File: config.mk
export PLATFORM = sky130hd
export DESIGN_NAME = bk_iopage_ctl
export DESIGN_NICKNAME = d
export VERILOG_FILES = /design/src/rtl/bk_iopage_ctl.sv
export SDC_FILE = /design/constraint.sdc
export NUM_CORES = 1
export LEC_CHECK = 0
export BUFFER_PORTS_ARGS = -buffer_cell sky130_fd_sc_hd__clkbuf_2
export CAP_MARGIN = 10
export CORE_UTILIZATION = 49
export DETAILED_ROUTE_END_ITERATION = 8
export GPL_ROUTABILITY_DRIVEN = 0
export GPL_TIMING_DRIVEN = 0
export PLACE_DENSITY = 0.94
export SETUP_SLACK_MARGIN = 0.4
export SKIP_LAST_GASP = 1
export SYNTH_ARGS = -nofsm -noshare
export SYNTH_HDL_FRONTEND = slang
export SYNTH_SLANG_ARGS = --single-unit
File: constraint.sdc
create_clock -name clk -period 9.3 [get_ports clk]
set_clock_uncertainty 0.1 [all_clocks]
set_input_delay 1.86 -clock clk [delete_from_list [all_inputs] [get_ports clk]]
set_output_delay 1.86 -clock clk [all_outputs]
set_load 0.03 [all_outputs]
File: src/rtl/bk_iopage_ctl.sv
// I/O page register block: bus reply/timeout FSM, roll/mask/sysreg registers
// and a vectored interrupt controller for NCHAN level-sensitive requests.
module bk_iopage_ctl #(
   parameter int                 NCHAN      = 2,
   parameter logic [8*NCHAN-1:0] VECTORS    = {8'o274, 8'o060},
   parameter int                 REPLY_WAIT = 1,
   parameter int                 TIMEOUT    = 16
) (
   input  logic             clk,
   input  logic             reset,
   input  logic             ce,
   input  logic [15:0]      addr_i,
   input  logic [15:0]      data_i,
   input  logic             wtbt_i,
   input  logic             din_i,
   input  logic             dout_i,
   input  logic             iako_i,
   input  logic [2:0]       psw_pri_i,
   input  logic             mem_reply_i,
   input  logic [NCHAN-1:0] irq_req_i,
   input  logic [15:0]      ext_data_i,
   input  logic [15:0]      usr_i,
   input  logic [7:0]       sys_i,
   output logic [15:0]      data_o,
   output logic             rply_o,
   output logic             error_o,
   output logic             virq_o,
   output logic [NCHAN-1:0] ack_o,
   output logic [15:0]      roll_o,
   output logic [7:0]       sys_o,
   output logic             ext_rd_o
);

   typedef enum logic [2:0] {S_IDLE, S_WAIT, S_REPLY, S_ERR, S_TOUT} state_t;

   localparam logic [6:0]  OFF_CSR  = 7'o060;
   localparam logic [6:0]  OFF_EXT  = 7'o062;
   localparam logic [6:0]  OFF_ROLL = 7'o064;
   localparam logic [6:0]  OFF_MASK = 7'o070;
   localparam logic [6:0]  OFF_PEND = 7'o072;
   localparam logic [6:0]  OFF_USR  = 7'o114;
   localparam logic [6:0]  OFF_SYS  = 7'o116;
   localparam logic [15:0] ROLL_WR  = 16'o001377;
   localparam logic [15:0] ROLL_RST = 16'o001330;
   localparam logic [7:0]  RW8      = 8'(REPLY_WAIT);
   localparam logic [7:0]  TO8      = 8'(TIMEOUT);

   state_t                 state, state_nxt;
   logic [7:0]             cnt;
   logic                   sync, sync_q, sync_rise, mem_seen;
   logic                   reg_sp, off_ok, rom_wr, commit;
   logic                   be_lo, be_hi, iak, iak_q;
   logic [6:0]             off;
   logic [15:0]            roll, reg_rd, wmask;
   logic [NCHAN-1:0]       mask, pend, ack_sel;
   logic [NCHAN-1:0][7:0]  vec_tab;
   logic [7:0]             vec_sel;

   assign sync      = din_i | dout_i;
   assign sync_rise = sync & ~sync_q;
   assign iak       = iako_i & din_i;
   assign reg_sp    = (addr_i[15:7] == 9'o777);
   assign rom_wr    = dout_i & addr_i[15];
   assign off       = {addr_i[6:1], 1'b0};
   assign off_ok    = off inside {OFF_CSR, OFF_EXT, OFF_ROLL, OFF_MASK, OFF_PEND, OFF_USR, OFF_SYS};
   assign be_lo     = ~wtbt_i | ~addr_i[0];
   assign be_hi     = ~wtbt_i | addr_i[0];
   assign wmask     = {{8{be_hi}}, {8{be_lo}}} & ROLL_WR;
   assign pend      = irq_req_i & ~mask;
   assign vec_tab   = VECTORS;
   assign virq_o    = (|pend) & (psw_pri_i == 3'd0);
   assign roll_o    = roll;

   // State register
   always_ff @(posedge clk or posedge reset)
      if (reset)   state <= S_IDLE;
      else if (ce) state <= state_nxt;

   // Next-state logic
   always_comb begin
      state_nxt = state;
      case (state)
         S_IDLE:
            if (sync_rise) begin
               if (reg_sp)      state_nxt = !off_ok ? S_ERR : (REPLY_WAIT == 0) ? S_REPLY : S_WAIT;
               else if (rom_wr) state_nxt = S_ERR;
               else             state_nxt = S_TOUT;
            end
         S_WAIT:
            if (!sync)                    state_nxt = S_IDLE;
            else if (cnt + 8'd1 >= RW8)   state_nxt = S_REPLY;
         S_REPLY, S_ERR:
            if (!sync) state_nxt = S_IDLE;
         S_TOUT:
            if (!sync) state_nxt = S_IDLE;
            else if (!mem_seen && !mem_reply_i && (cnt + 8'd1 >= TO8)) state_nxt = S_ERR;
         default: state_nxt = S_IDLE;
      endcase
   end

   // Outputs; a register cycle commits exactly once, on entry to REPLY
   always_comb begin
      rply_o  = (state == S_REPLY);
      error_o = (state == S_ERR);
      commit  = ce && (state != S_REPLY) && (state_nxt == S_REPLY);
   end

   always_ff @(posedge clk or posedge reset)
      if (reset) begin
         cnt      <= '0;
         mem_seen <= 1'b0;
      end else if (ce) begin
         cnt      <= (state == S_WAIT || state == S_TOUT) ? cnt + 8'd1 : 8'd0;
         mem_seen <= (state == S_TOUT) & (mem_seen | mem_reply_i);
      end

   // sync_q resets high so a strobe still held across reset is not taken as a new cycle
   always_ff @(posedge clk or posedge reset)
      if (reset) begin
         sync_q   <= 1'b1;
         iak_q    <= 1'b0;
         mask     <= '0;
         roll     <= ROLL_RST;
         sys_o    <= '0;
         ext_rd_o <= 1'b0;
         ack_o    <= '0;
      end else if (ce) begin
         sync_q   <= sync;
         iak_q    <= iak;
         ext_rd_o <= commit && din_i && (off == OFF_EXT);
         ack_o    <= (iak && !iak_q) ? ack_sel : '0;
         if (commit && dout_i)
            case (off)
               OFF_CSR:  if (be_lo) mask[0] <= data_i[6];
               OFF_ROLL: roll <= (roll & ~wmask) | (data_i & wmask);
               OFF_MASK: if (be_lo) mask <= data_i[NCHAN-1:0];
               OFF_SYS:  if (be_lo) sys_o <= data_i[7:0];
               default: ;
            endcase
      end

   always_comb begin
      reg_rd = '0;
      case (off)
         OFF_CSR:  reg_rd = {8'h00, irq_req_i[0], mask[0], 6'b000000};
         OFF_EXT:  reg_rd = ext_data_i;
         OFF_ROLL: reg_rd = roll;
         OFF_MASK: reg_rd = 16'(mask);
         OFF_PEND: reg_rd = 16'(pend);
         OFF_USR:  reg_rd = usr_i;
         OFF_SYS:  reg_rd = {8'o200, sys_i};
         default:  reg_rd = '0;
      endcase
   end

   // Lowest pending channel wins; with nothing pending, channel 0's vector is returned
   always_comb begin
      vec_sel = vec_tab[0];
      ack_sel = '0;
      for (int i = NCHAN - 1; i >= 0; i--)
         if (pend[i]) begin
            vec_sel    = vec_tab[i];
            ack_sel    = '0;
            ack_sel[i] = 1'b1;
         end
   end

   assign data_o = iako_i ? {8'h00, vec_sel} : reg_sp ? reg_rd : 16'o177777;

endmodule
## After elaboration in Yosys (flattened, before gate mapping)

Cells that the tools add are included.

- Mux-type cells: 22
- Bitwise logic cells: 18
- Equal/unequal tests: 16
- Div/mod/pow operators: 0
- $add $sub $neg: 1
- Multipliers: 0
- $lt $le $gt $ge: 2
- Shift-type cells: 0
- Reduce and logical (&&, ||, !) cells: 22

Operator list:

| cell | number |
|---|---|
| $pmux 16 s7 | 1 |
| $mux 16 | 2 |
| $eq 6x5->1 const B | 5 |
| $mux 3 | 8 |
| $mux 8 | 3 |
| $and 16x10->16 | 1 |
| $and 16x16->16 | 1 |
| $not 10->16 | 1 |
| $or 16x16->16 | 1 |
| $eq 6x6->1 const B | 2 |
| $pmux 3 s4 | 1 |
| $eq 3x2->1 const B | 3 |
| $eq 9x9->1 const B | 1 |
| $add 8x1->8 const B | 1 |
| $ge 8x1->1 const B | 1 |
| $ge 8x5->1 const B | 1 |
| $logic_and 1x1->1 | 8 |
| $mux 2 | 4 |
| $reduce_and 4->1 | 2 |
| $reduce_bool 7->1 | 1 |
| $logic_not 3->1 | 2 |
| $and 1x1->1 | 5 |
| $reduce_and 5->1 | 1 |
| $ne 2x2->1 const B | 2 |
| 14 further kinds | 23 |

- Memories kept: 0
- Register bits after elaboration: 43
- Output and inout port bits: 46
- Bits in read-only memories: 0
- Logic and storage cells: 92
- RAM bits: 0
- Bits of input ports: 85
- Latch bits: 0

## Depth between registers and ports, before layout

Gate-level depths: netlist of the first run.

- Word-level depth: 10
- Depth in mapped cells: 9
- Depth with buffers taken out: 9

## Worst setup path after synthesis of the first run

OpenSTA, ideal clock, no wires.

- Path type: input to output
- Start point: input port addr_i[2]
- End point: output port data_o[0]
- Data arrival time: 3.690 ns
- Path buffers: 2
- Required time: 7.340 ns
- Stages on the path: 7
- Setup slack: 3.650 ns
- Cell sequence: clkbuf_1 nand4b_1 or2_2 clkbuf_1 nor2_1 a21oi_1 a31oi_1

- Longest elaborated chain between the ends: 4
- Elaborated cells between the ends (all ways): 10
- Those cells by class: 7 x eq/ne; 3 x mux

Ends and longest elaborated chain:

| element | line | text |
|---|---|---|
| start, declared | 12 | `input logic [15:0] addr_i,` |
| $eq 6x6->1 or $eq 6x5->1 (tied branches) | 144 | `case (off)` |
| $pmux 16 s7 (*) | 144 |  |
| $mux 16 (*) (2 in series) | 168 | `assign data_o = iako_i ? {8'h00, vec_sel} : reg_sp ? reg_rd : 16'o177777;` |
| end, declared | 24 | `output logic [15:0] data_o,` |

Mark *: on every way between the ends. The rest lies on a longest branch, timed or not.

## Worst setup path after layout of the first run

- Start point: input port addr_i[1]
- End point: output port data_o[9]

The elaborated chain is that of the path after synthesis.

==> impl_metrics.env, run 1 <==
export IMPL_grt_max_degree=24
export IMPL_die_area_um2=5330
export IMPL_synth_top_area_share=0.304
export IMPL_syn_area_um2=2470
export IMPL_yosys_warnings=0
export IMPL_yosysMostFrequentCell="dfrtp_1"
export IMPL_hold_depth=1
export IMPL_vias=2725
export IMPL_crit_path_frequent_cell="clkbuf_1"
export IMPL_slew_violations=0
export IMPL_syn_inst=271
export IMPL_synth_commonest_cells="30 x dfrtp_1, 24 x nor2_1, 21 x mux2_2, 19 x nand2_1, 19 x o21ai_0"
export IMPL_met2_usage=0.502
export IMPL_cts_setup_buffers=0
export IMPL_wirelength_um=7730
export IMPL_cp_num_buf_inv=4
export IMPL_p_per_area_nw_per_um2=139
export IMPL_drtPass1Iterations=5
export IMPL_nFillCells=380
export IMPL_worstRegToRegCells=8
export IMPL_io_pins=131
export IMPL_multiInputGateArea_um2=1450
export IMPL_ys_seq_elements=36
export IMPL_dr_first_iter_drc_count=234
export IMPL_setup_violations=0
export IMPL_numCtsBuffers=5
export IMPL_busiest_layer="met2"
export IMPL_power_uw=464
export IMPL_synth_async_sr_flop_share=1.00
export IMPL_p_leak_uw=0.00166
export IMPL_dp_hpwl_um=5850
export IMPL_grt_overflow=0
export IMPL_ant_nets=0
export IMPL_worstPathRequired_ns=7.34
export IMPL_dieHeight_um=73.0
export IMPL_cts_tree="built"
export IMPL_worst_setup_path_start_kind="input pin"
export IMPL_outcome="complete, no violations"
export IMPL_final_core_util=0.695
export IMPL_power_frac_clock=0.418
export IMPL_cp_depth=8
export IMPL_worstMarginPinSlew_ns=0.994
export IMPL_fin_crit_sh=0.643
export IMPL_clk_latency_ns=0.30
export IMPL_hold_path_class="reg2reg"
export IMPL_dp_cells=458
export IMPL_ctsResizeCount=0
export IMPL_vdd_ir_drop_max_v=0.000130
export IMPL_synth_edf_count=0
export IMPL_grt_pass1_wl_um=11500
export IMPL_switching_power_uw=128
export IMPL_root_buffer="clkbuf_8"
export IMPL_met3_usage=0.0497
export IMPL_cts_sinks=36
export IMPL_post_route_min_period_ns=5.98
export IMPL_path_class="in2out"
export IMPL_cp_arrival_ns=4.02
export IMPL_rows=25
export IMPL_met1_usage=0.348
export IMPL_clockBufferDepth=2
export IMPL_grt_pass1_vias=2428
export IMPL_grt_total_usage=0.288
export IMPL_pwr_share_seq=0.378
export IMPL_crit_family="buffers and inverters"
export IMPL_ys_seq_area_frac=0.368
export IMPL_max_cap_violations=0
export IMPL_critPathMaxFanout=10
export IMPL_finalNetCount=485
export IMPL_drt_vias_per_instance=5.85
export IMPL_portBuffers=113
export IMPL_diodes=0
export IMPL_power_internal_uw=336
export IMPL_critPathSlowestCell="clkbuf_1"
export IMPL_clkTransAtPathRegs_ns=0.08
export IMPL_slowest_delay_ns=0.49
export IMPL_yosys_top_cells_area="dfrtp_1 30%, mux2_2 9.6%, dfstp_2 6.4%"
export IMPL_slew_headroom=0.335
export IMPL_crit_chain="clkbuf_1, nor2b_1, and2_1, clkbuf_1, clkbuf_1, a22oi_1, a21oi_1, clkbuf_2"
export IMPL_rsz0062_at_grt="no"
export IMPL_swShare=0.276
export IMPL_layout_drive_gt1_share=0.416
export IMPL_setup_tns_ns=0
export IMPL_start_util=0.516
export IMPL_drc=0
export IMPL_ctsHoldBuffers=0
export IMPL_core_um2=4790
export IMPL_whs_ns=0.410
export IMPL_final_seq_area_um2=908
export IMPL_cts_htree_levels=2
export IMPL_wl_per_cell_um=16.6
export IMPL_yosysTopAreaCell="dfrtp_1"
export IMPL_pwr_share_comb=0.204
export IMPL_hold_violations=0
export IMPL_syn2layout_area_growth_pct=34.8
export IMPL_synth_cell_types=56
export IMPL_finalNonFillerCells=466
export IMPL_antenna_found_initial=0
export IMPL_syn_area_per_cell_um2=9.11
export IMPL_fp_dieW_um=73.0
export IMPL_end_kind="output port"
export IMPL_max_freq_mhz=167
export IMPL_synth_ff_type="dfrtp_1"
-- metrics by stage --
step	worst slack [ns]	cell area, um^2
after CTS	3.38	3330
after detailed placement	3.37	3170
after global routing	3.22	3330
after floorplan	3.65	2490
after global placement	3.43	3140
final	3.32	3330
-- kinds of logic (layout without fill, tap and decap cells) --
family,after synthesis,in the layout,synth area share
AND/OR/NAND/NOR,94,94,0.201
AO/OA/AOI/OAI,74,74,0.216
flip-flops,36,36,0.368
multiplexers,32,32,0.141
buffers and inverters,30,152,0.0562
adder cells (fa/ha/maj),2,2,0.0101
XOR/XNOR,2,2,0.00709
other,1,7,0.00152
-- area by class of cell --
| cell class | count | share of cell area |
|---|---|---|
| multi-input cells | 211 | 0.434 |
| flip-flops and latches | 36 | 0.273 |
| repair buffers | 114 | 0.178 |
| plain buffers | 21 | 0.0316 |
| clock inverters | 3 | 0.0271 |
| well taps | 67 | 0.0252 |
| clock buffers | 5 | 0.0207 |
| inverters | 9 | 0.0102 |
-- path summary, 6_finish.rpt --
kind,startpoint,slack (ns),to
setup / recovery,addr_i[1],3.32,data_o[9]
hold / removal,ext_rd_o$_DFFE_PP0P_,0.41,ext_rd_o$_DFFE_PP0P_
setup reg to reg,cnt[0]$_DFFE_PP0P_,5.90,flop
hold reg to reg,ext_rd_o$_DFFE_PP0P_,0.41,ext_rd_o$_DFFE_PP0P_
max in group asynchronous,reset,7.01,asynchronous set/reset pin
min in group asynchronous,reset,1.50,sys_o[1]$_DFFE_PP0P_
-- placed cells by master (no fill, tap or decap), types with 3 or more instances in the layout --
cell,count
a211o_1,3
a21oi_1,9
a221oi_1,8
a31oi_1,3
and3_1,3
buf_4,7
bufinv_16,3
clkbuf_1,13
clkbuf_2,113
clkbuf_8,5
conb_1,7
dfrtp_1,30
dfstp_2,6
inv_1,9
mux2_2,21
mux2i_1,10
nand2_1,19
nand2b_1,3
nand3_1,10
nand4_1,6
nor2_1,24
nor2b_1,7
nor3_1,4
o211ai_1,3
o21a_1,3
o21ai_0,19
o2bb2ai_1,3
o31ai_1,3
-- power by group through the flow --
stage / logic (uW) / clock network [uW] / registers, uW
3_5_place_dp: 92.2 / 0 / 178
6_report: 94.5 / 194 / 175
4_1_cts: 93.8 / 197 / 175
5_1_grt: 102 / 202 / 177
2_1_floorplan: 57.2 / 0 / 176
3_3_place_gp: 87.1 / 0 / 176
-- routing by layer --
layer	vias up	share of wire
li1	1253	-
met1	1288	0.39
met2	158	0.50
met3	26	0.084
met4	0	0.029
met5	-	0
Power figures use the tool's default switching activity.
==> run 2: changes to the inputs <==
CORE_UTILIZATION = 41   (was 49)
PLACE_DENSITY = 0.85   (was 0.94)
clock period = 5.1 ns   (was 9.3 ns; I/O delays follow)
==> run 2 against run 1 <==
  * Hold slack lost 0.0053 ns
  * Clock power up 30%
  * Clock-buffer cell count stayed put
  * Total power is 60% higher
  * Final cell count increased by 1.1%
  * Core utilization is 11 points lower
  * Sequential power rose by 82%
  * Combinational power rose by 80%
  * Critical path type unchanged
  * Largest power group is now registers
  * Highest routed layer unchanged
==> impl_metrics.env, run 2 (synthesized netlist as in run 1, its figures left out) <==
export IMPL_outcome="complete, no violations"
export IMPL_grt_pass1_vias=2436
export IMPL_p_leak_uw=0.00164
export IMPL_grt_max_degree=25
export IMPL_multiInputGateArea_um2=1450
export IMPL_max_cap_violations=0
export IMPL_min_to="ext_rd_o$_DFFE_PP0P_"
export IMPL_grt_overflow=0
export IMPL_vias=2610
export IMPL_ctsHoldBuffers=0
export IMPL_start_util=0.438
export IMPL_power_uw=742
export IMPL_wl_per_cell_um=15.9
export IMPL_dieHeight_um=79.6
export IMPL_rows=27
export IMPL_root_buffer="clkbuf_8"
export IMPL_p_per_area_nw_per_um2=226
export IMPL_ff2ff_setup_slack_ns=1.72
export IMPL_numCtsBuffers=5
export IMPL_worstMarginPinSlew_ns=1.02
export IMPL_hold_violations=0
export IMPL_slowest_delay_ns=0.48
export IMPL_drtPass1Iterations=5
export IMPL_clk_latency_ns=0.29
export IMPL_fin_crit_sh=0.836
export IMPL_max_freq_mhz=235
export IMPL_cp_num_buf_inv=4
export IMPL_crit_family="buffers and inverters"
export IMPL_rsz0062_at_grt="no"
export IMPL_finalNetCount=485
export IMPL_worstRegToRegCells=8
export IMPL_portBuffers=113
export IMPL_layout_setup_ws_ns=0.837
export IMPL_worst_setup_path_start_kind="input pin"
export IMPL_crit_path_frequent_cell="clkbuf_1"
export IMPL_hold_depth=1
export IMPL_end_kind="output port"
export IMPL_wirelength_um=7490
export IMPL_die_area_um2=6340
export IMPL_slew_headroom=0.319
export IMPL_cp_arrival_ns=3.14
export IMPL_fp_dieW_um=79.6
export IMPL_cts_sinks=36
export IMPL_grt_pass1_wl_um=11500
export IMPL_grt_total_usage=0.236
export IMPL_clockBufferDepth=2
export IMPL_post_route_min_period_ns=4.26
export IMPL_clkTransAtPathRegs_ns=0.08
export IMPL_final_seq_area_um2=908
export IMPL_layout_common_cells="113 x clkbuf_2, 30 x dfrtp_1, 24 x nor2_1"
export IMPL_setup_violations=0
export IMPL_dp_hpwl_um=5800
export IMPL_io_pins=131
export IMPL_antenna_found_initial=0
export IMPL_timing_rr_start="cnt[0]$_DFFE_PP0P_"
export IMPL_drc=0
export IMPL_critPathMaxFanout=10
export IMPL_hold_start="ext_rd_o$_DFFE_PP0P_"
export IMPL_core_um2=5640
export IMPL_drt_vias_per_instance=5.54
export IMPL_crit_chain="clkbuf_1, nor2b_1, and2_1, clkbuf_1, clkbuf_1, a221oi_1, nor2_1, clkbuf_2"
export IMPL_path_class="in2out"
export IMPL_hold_path_class="reg2reg"
export IMPL_layout_commonest_cell="clkbuf_2"
export IMPL_diodes=0
export IMPL_dp_worst_setup_slack_ns=0.894
export IMPL_ant_nets=0
export IMPL_slew_violations=0
export IMPL_cts_htree_levels=2
export IMPL_layout_drive_gt1_share=0.416
export IMPL_setup_tns_ns=0
export IMPL_worstPathRequired_ns=3.98
export IMPL_syn2layout_area_growth_pct=33.1
export IMPL_vdd_ir_drop_max_v=0.000166
export IMPL_critPathSlowestCell="clkbuf_1"
export IMPL_cts_setup_buffers=0
export IMPL_nFillCells=515
export IMPL_ctsResizeCount=0
export IMPL_dr_first_iter_drc_count=164
export IMPL_cts_tree="built"
export IMPL_cp_startpoint="addr_i[1]"
-- run 2: changes by cell type in the layout (fill, tap and decap cells not counted), sizes merged --
| cell | before | now |
|---|---|---|
| bufinv | 3 | 1 |
| clkinv | 0 | 1 |
| clkinvlp | 0 | 1 |
-- run 2: power breakdown --
part	leakage, uW	total [uW]	switching [uW]	internal [uW]
Combinational	0.00111	170	102	67.8
Clock	0.0000541	253	108	145
Sequential	0.000472	319	19.3	300
Total	0.00164	742	229	512
-- run 2: worst max path at each step --
stage	slack (ns)	depth (start not counted)	endpoint
6_report	0.84	8	data_o[11]
5_1_grt	0.71	8	data_o[11]
4_1_cts	0.88	8	data_o[11]
3_5_place_dp	0.89	8	data_o[11]
3_3_place_gp	0.98	8	data_o[11]
2_1_floorplan	1.13	7	data_o[0]
-- run 2: per-layer routing --
metal | share of wire | up-vias | global-route usage
met5 | 0 | - | 0
met4 | 0.015 | 0 | 0.0891
met3 | 0.080 | 9 | 0.0560
met2 | 0.49 | 120 | 0.402
met1 | 0.42 | 1232 | 0.288
li1 | - | 1249 | -
-- run 2: per-stage QoR --
stage	hold slack, ns	utilization	cell area (um^2)	instances
after floorplan	0.357	-	2490	277
after global placement	0.365	0.558	3150	462
after detailed placement	0.377	0.563	3180	463
after CTS	0.403	0.583	3290	471
after global routing	0.433	0.583	3290	471
final	0.405	0.583	3290	471
-- run 2: worst register-to-register path, cell delays in order (launching register included) --
cell      delay, ns
dfrtp_1        0.46
ha_1           0.29
and3_1         0.24
or4_1          0.42
a211oi_2       0.42
mux2i_1        0.38
o21ai_4        0.16
nor2_2         0.38
mux2_2         0.39
-- run 2: layout make-up --
cell class | instances | share of cell area
Inverter | 9 | 0.0103
Timing Repair Buffer | 114 | 0.180
Clock inverter | 3 | 0.0129
Tap cell | 72 | 0.0274
Multi-Input combinational cell | 211 | 0.440
Buffer | 21 | 0.0320
Sequential cell | 36 | 0.276
Clock buffer | 5 | 0.0209
==> run 3: changes to the inputs <==
clock period = 3.8 ns   (was 5.1 ns; I/O delays follow)
==> run 3 against run 2 <==
  * Total power up 27%
  * Via count up 2.7%
  * Sequential power is 34% higher
  * Critical path depth increased by 1
  * Wire length rose by 1.7%
  * Die area is the same
  * Cell area grew 2.5%
  * Critical path type unchanged
  * First-iteration DRC count increased by 24%
==> impl_metrics.env, run 3 (synthesized netlist as in run 1, its figures left out) <==
export IMPL_drtPass1Iterations=4
export IMPL_power_uw=942
export IMPL_hold_path_class="in2async"
export IMPL_ff2ff_setup_slack_ns=0.58
export IMPL_p_leak_uw=0.00167
export IMPL_nFillCells=508
export IMPL_diodes=0
export IMPL_numCtsBuffers=5
export IMPL_dieHeight_um=79.6
export IMPL_vdd_ir_drop_max_v=0.000188
export IMPL_final_seq_area_um2=908
export IMPL_setup_tns_ns=0
export IMPL_end_kind="output port"
export IMPL_outcome="complete, no violations"
export IMPL_layout_common_cells="118 x clkbuf_2, 30 x dfrtp_1, 21 x nor2_1, 21 x mux2_2"
export IMPL_dr_first_iter_drc_count=204
export IMPL_grt_pass1_vias=2503
export IMPL_hold_violations=0
export IMPL_worstMarginPinSlew_ns=0.590
export IMPL_final_core_util=0.597
export IMPL_portBuffers=113
export IMPL_io_pins=131
export IMPL_rsz0062_at_grt="no"
export IMPL_slew_violations=0
export IMPL_ant_nets=0
export IMPL_fp_dieW_um=79.6
export IMPL_fin_crit_sh=0.865
export IMPL_setup_violations=0
export IMPL_drt_vias_per_instance=5.64
export IMPL_start_util=0.438
export IMPL_dp_hpwl_um=5910
export IMPL_clk_latency_ns=0.29
export IMPL_timing_rr_start="cnt[0]$_DFFE_PP0P_"
export IMPL_routed_top_layer="met4"
export IMPL_worstPathRequired_ns=2.94
export IMPL_post_route_min_period_ns=3.29
export IMPL_layout_commonest_cell="clkbuf_2"
export IMPL_cts_sinks=36
export IMPL_grt_pass1_wl_um=11400
export IMPL_max_freq_mhz=304
export IMPL_wl_per_cell_um=16.0
export IMPL_wirelength_um=7610
export IMPL_grt_overflow=0
export IMPL_p_per_area_nw_per_um2=280
export IMPL_met2WireLength_um=3610
export IMPL_clockBufferDepth=2
export IMPL_grt_total_usage=0.234
export IMPL_cp_arrival_ns=2.43
export IMPL_syn2layout_area_growth_pct=36.4
export IMPL_vias=2681
export IMPL_multiInputGateArea_um2=1510
export IMPL_slew_headroom=0.603
export IMPL_clkTransAtPathRegs_ns=0.08
export IMPL_root_buffer="clkbuf_8"
export IMPL_ctsHoldBuffers=0
export IMPL_r2r_end="mask[0]$_DFFE_PP0P_"
export IMPL_finalNetCount=489
export IMPL_cts_tree="built"
export IMPL_worst_setup_path_start_kind="input pin"
export IMPL_wl_met3_um=576
export IMPL_grt_max_degree=25
export IMPL_antenna_found_initial=0
export IMPL_worstRegToRegCells=8
export IMPL_path_class="in2out"
export IMPL_max_cap_violations=0
export IMPL_wl_met1_um=3170
export IMPL_drc=0
export IMPL_whs_ns=0.395
export IMPL_die_area_um2=6340
export IMPL_cts_htree_levels=2
export IMPL_rows=27
export IMPL_core_um2=5640
export IMPL_layout_drive_gt1_share=0.457
export IMPL_critPathMaxFanout=10
## run 3: cell count changes in the layout (fill, tap and decap cells not counted), moves of 2 or more
cell and change:
nor2_4 +2, buf_4 +4, clkbuf_1 -5, clkbuf_2 +5, a31oi_2 +3, a31oi_1 -3, nor2_1 -3, nor2_2 +2
## run 3: critical path, cell delays in order
cell	delay (ns)
clkbuf_2	0.09
nand3b_1	0.26
nor2_2	0.18
and2_1	0.14
clkbuf_1	0.25
buf_4	0.26
a221oi_1	0.10
nor2_1	0.15
clkbuf_2	0.23
## run 3: how the worst max path moves through the flow
stage | startpoint | end | cells after the start
global placement | addr_i[1] | data_o[9] | 8
floorplan | addr_i[2] | data_o[10] | 7
global route | addr_i[3] | data_o[1] | 8
CTS | cnt[0]$_DFFE_PP0P_ | flop | 8
detailed placement | addr_i[1] | data_o[9] | 8
finish | addr_i[6] | data_o[10] | 9
## run 3: cell type report
class                           instances  share of cell area
Tap cell                               72              0.0267
Clock inverter                          3             0.00706
Clock buffer                            5              0.0204
Timing Repair Buffer                  117               0.183
Buffer                                 21              0.0342
Multi-Input combinational cell        212               0.449
Sequential cell                        36               0.270
Inverter                                9              0.0100
## run 3: timing repair
item / 4_1_cts / 5_1_grt
buffers inserted: 0 / 3
cloned: 0 / 1
resized for setup: 6 / 13
pin swaps: 0 / 3
endpoints found under the setup margin: 12 / 29
## run 3: metrics by stage
stage	worst slack (ns)	cell area (um^2)	cells
2_1_floorplan	0.481	2520	277
3_3_place_gp	0.151	3170	462
3_5_place_dp	0.0888	3200	463
4_1_cts	0.418	3310	471
5_1_grt	0.397	3370	475
6_report	0.512	3370	475
## run 3: per-layer routing
| metal | up-vias | GRT usage |
|---|---|---|
| met2 | 136 | 0.392 |
| met5 | - | 0 |
| li1 | 1268 | - |
| met3 | 25 | 0.0434 |
| met1 | 1252 | 0.284 |
| met4 | 0 | 0.120 |
## run 3: where the power goes
group,internal (uW),total (uW),switching [uW]
clock,130,282,152
combinational,93.4,233,139
sequential,402,428,25.6
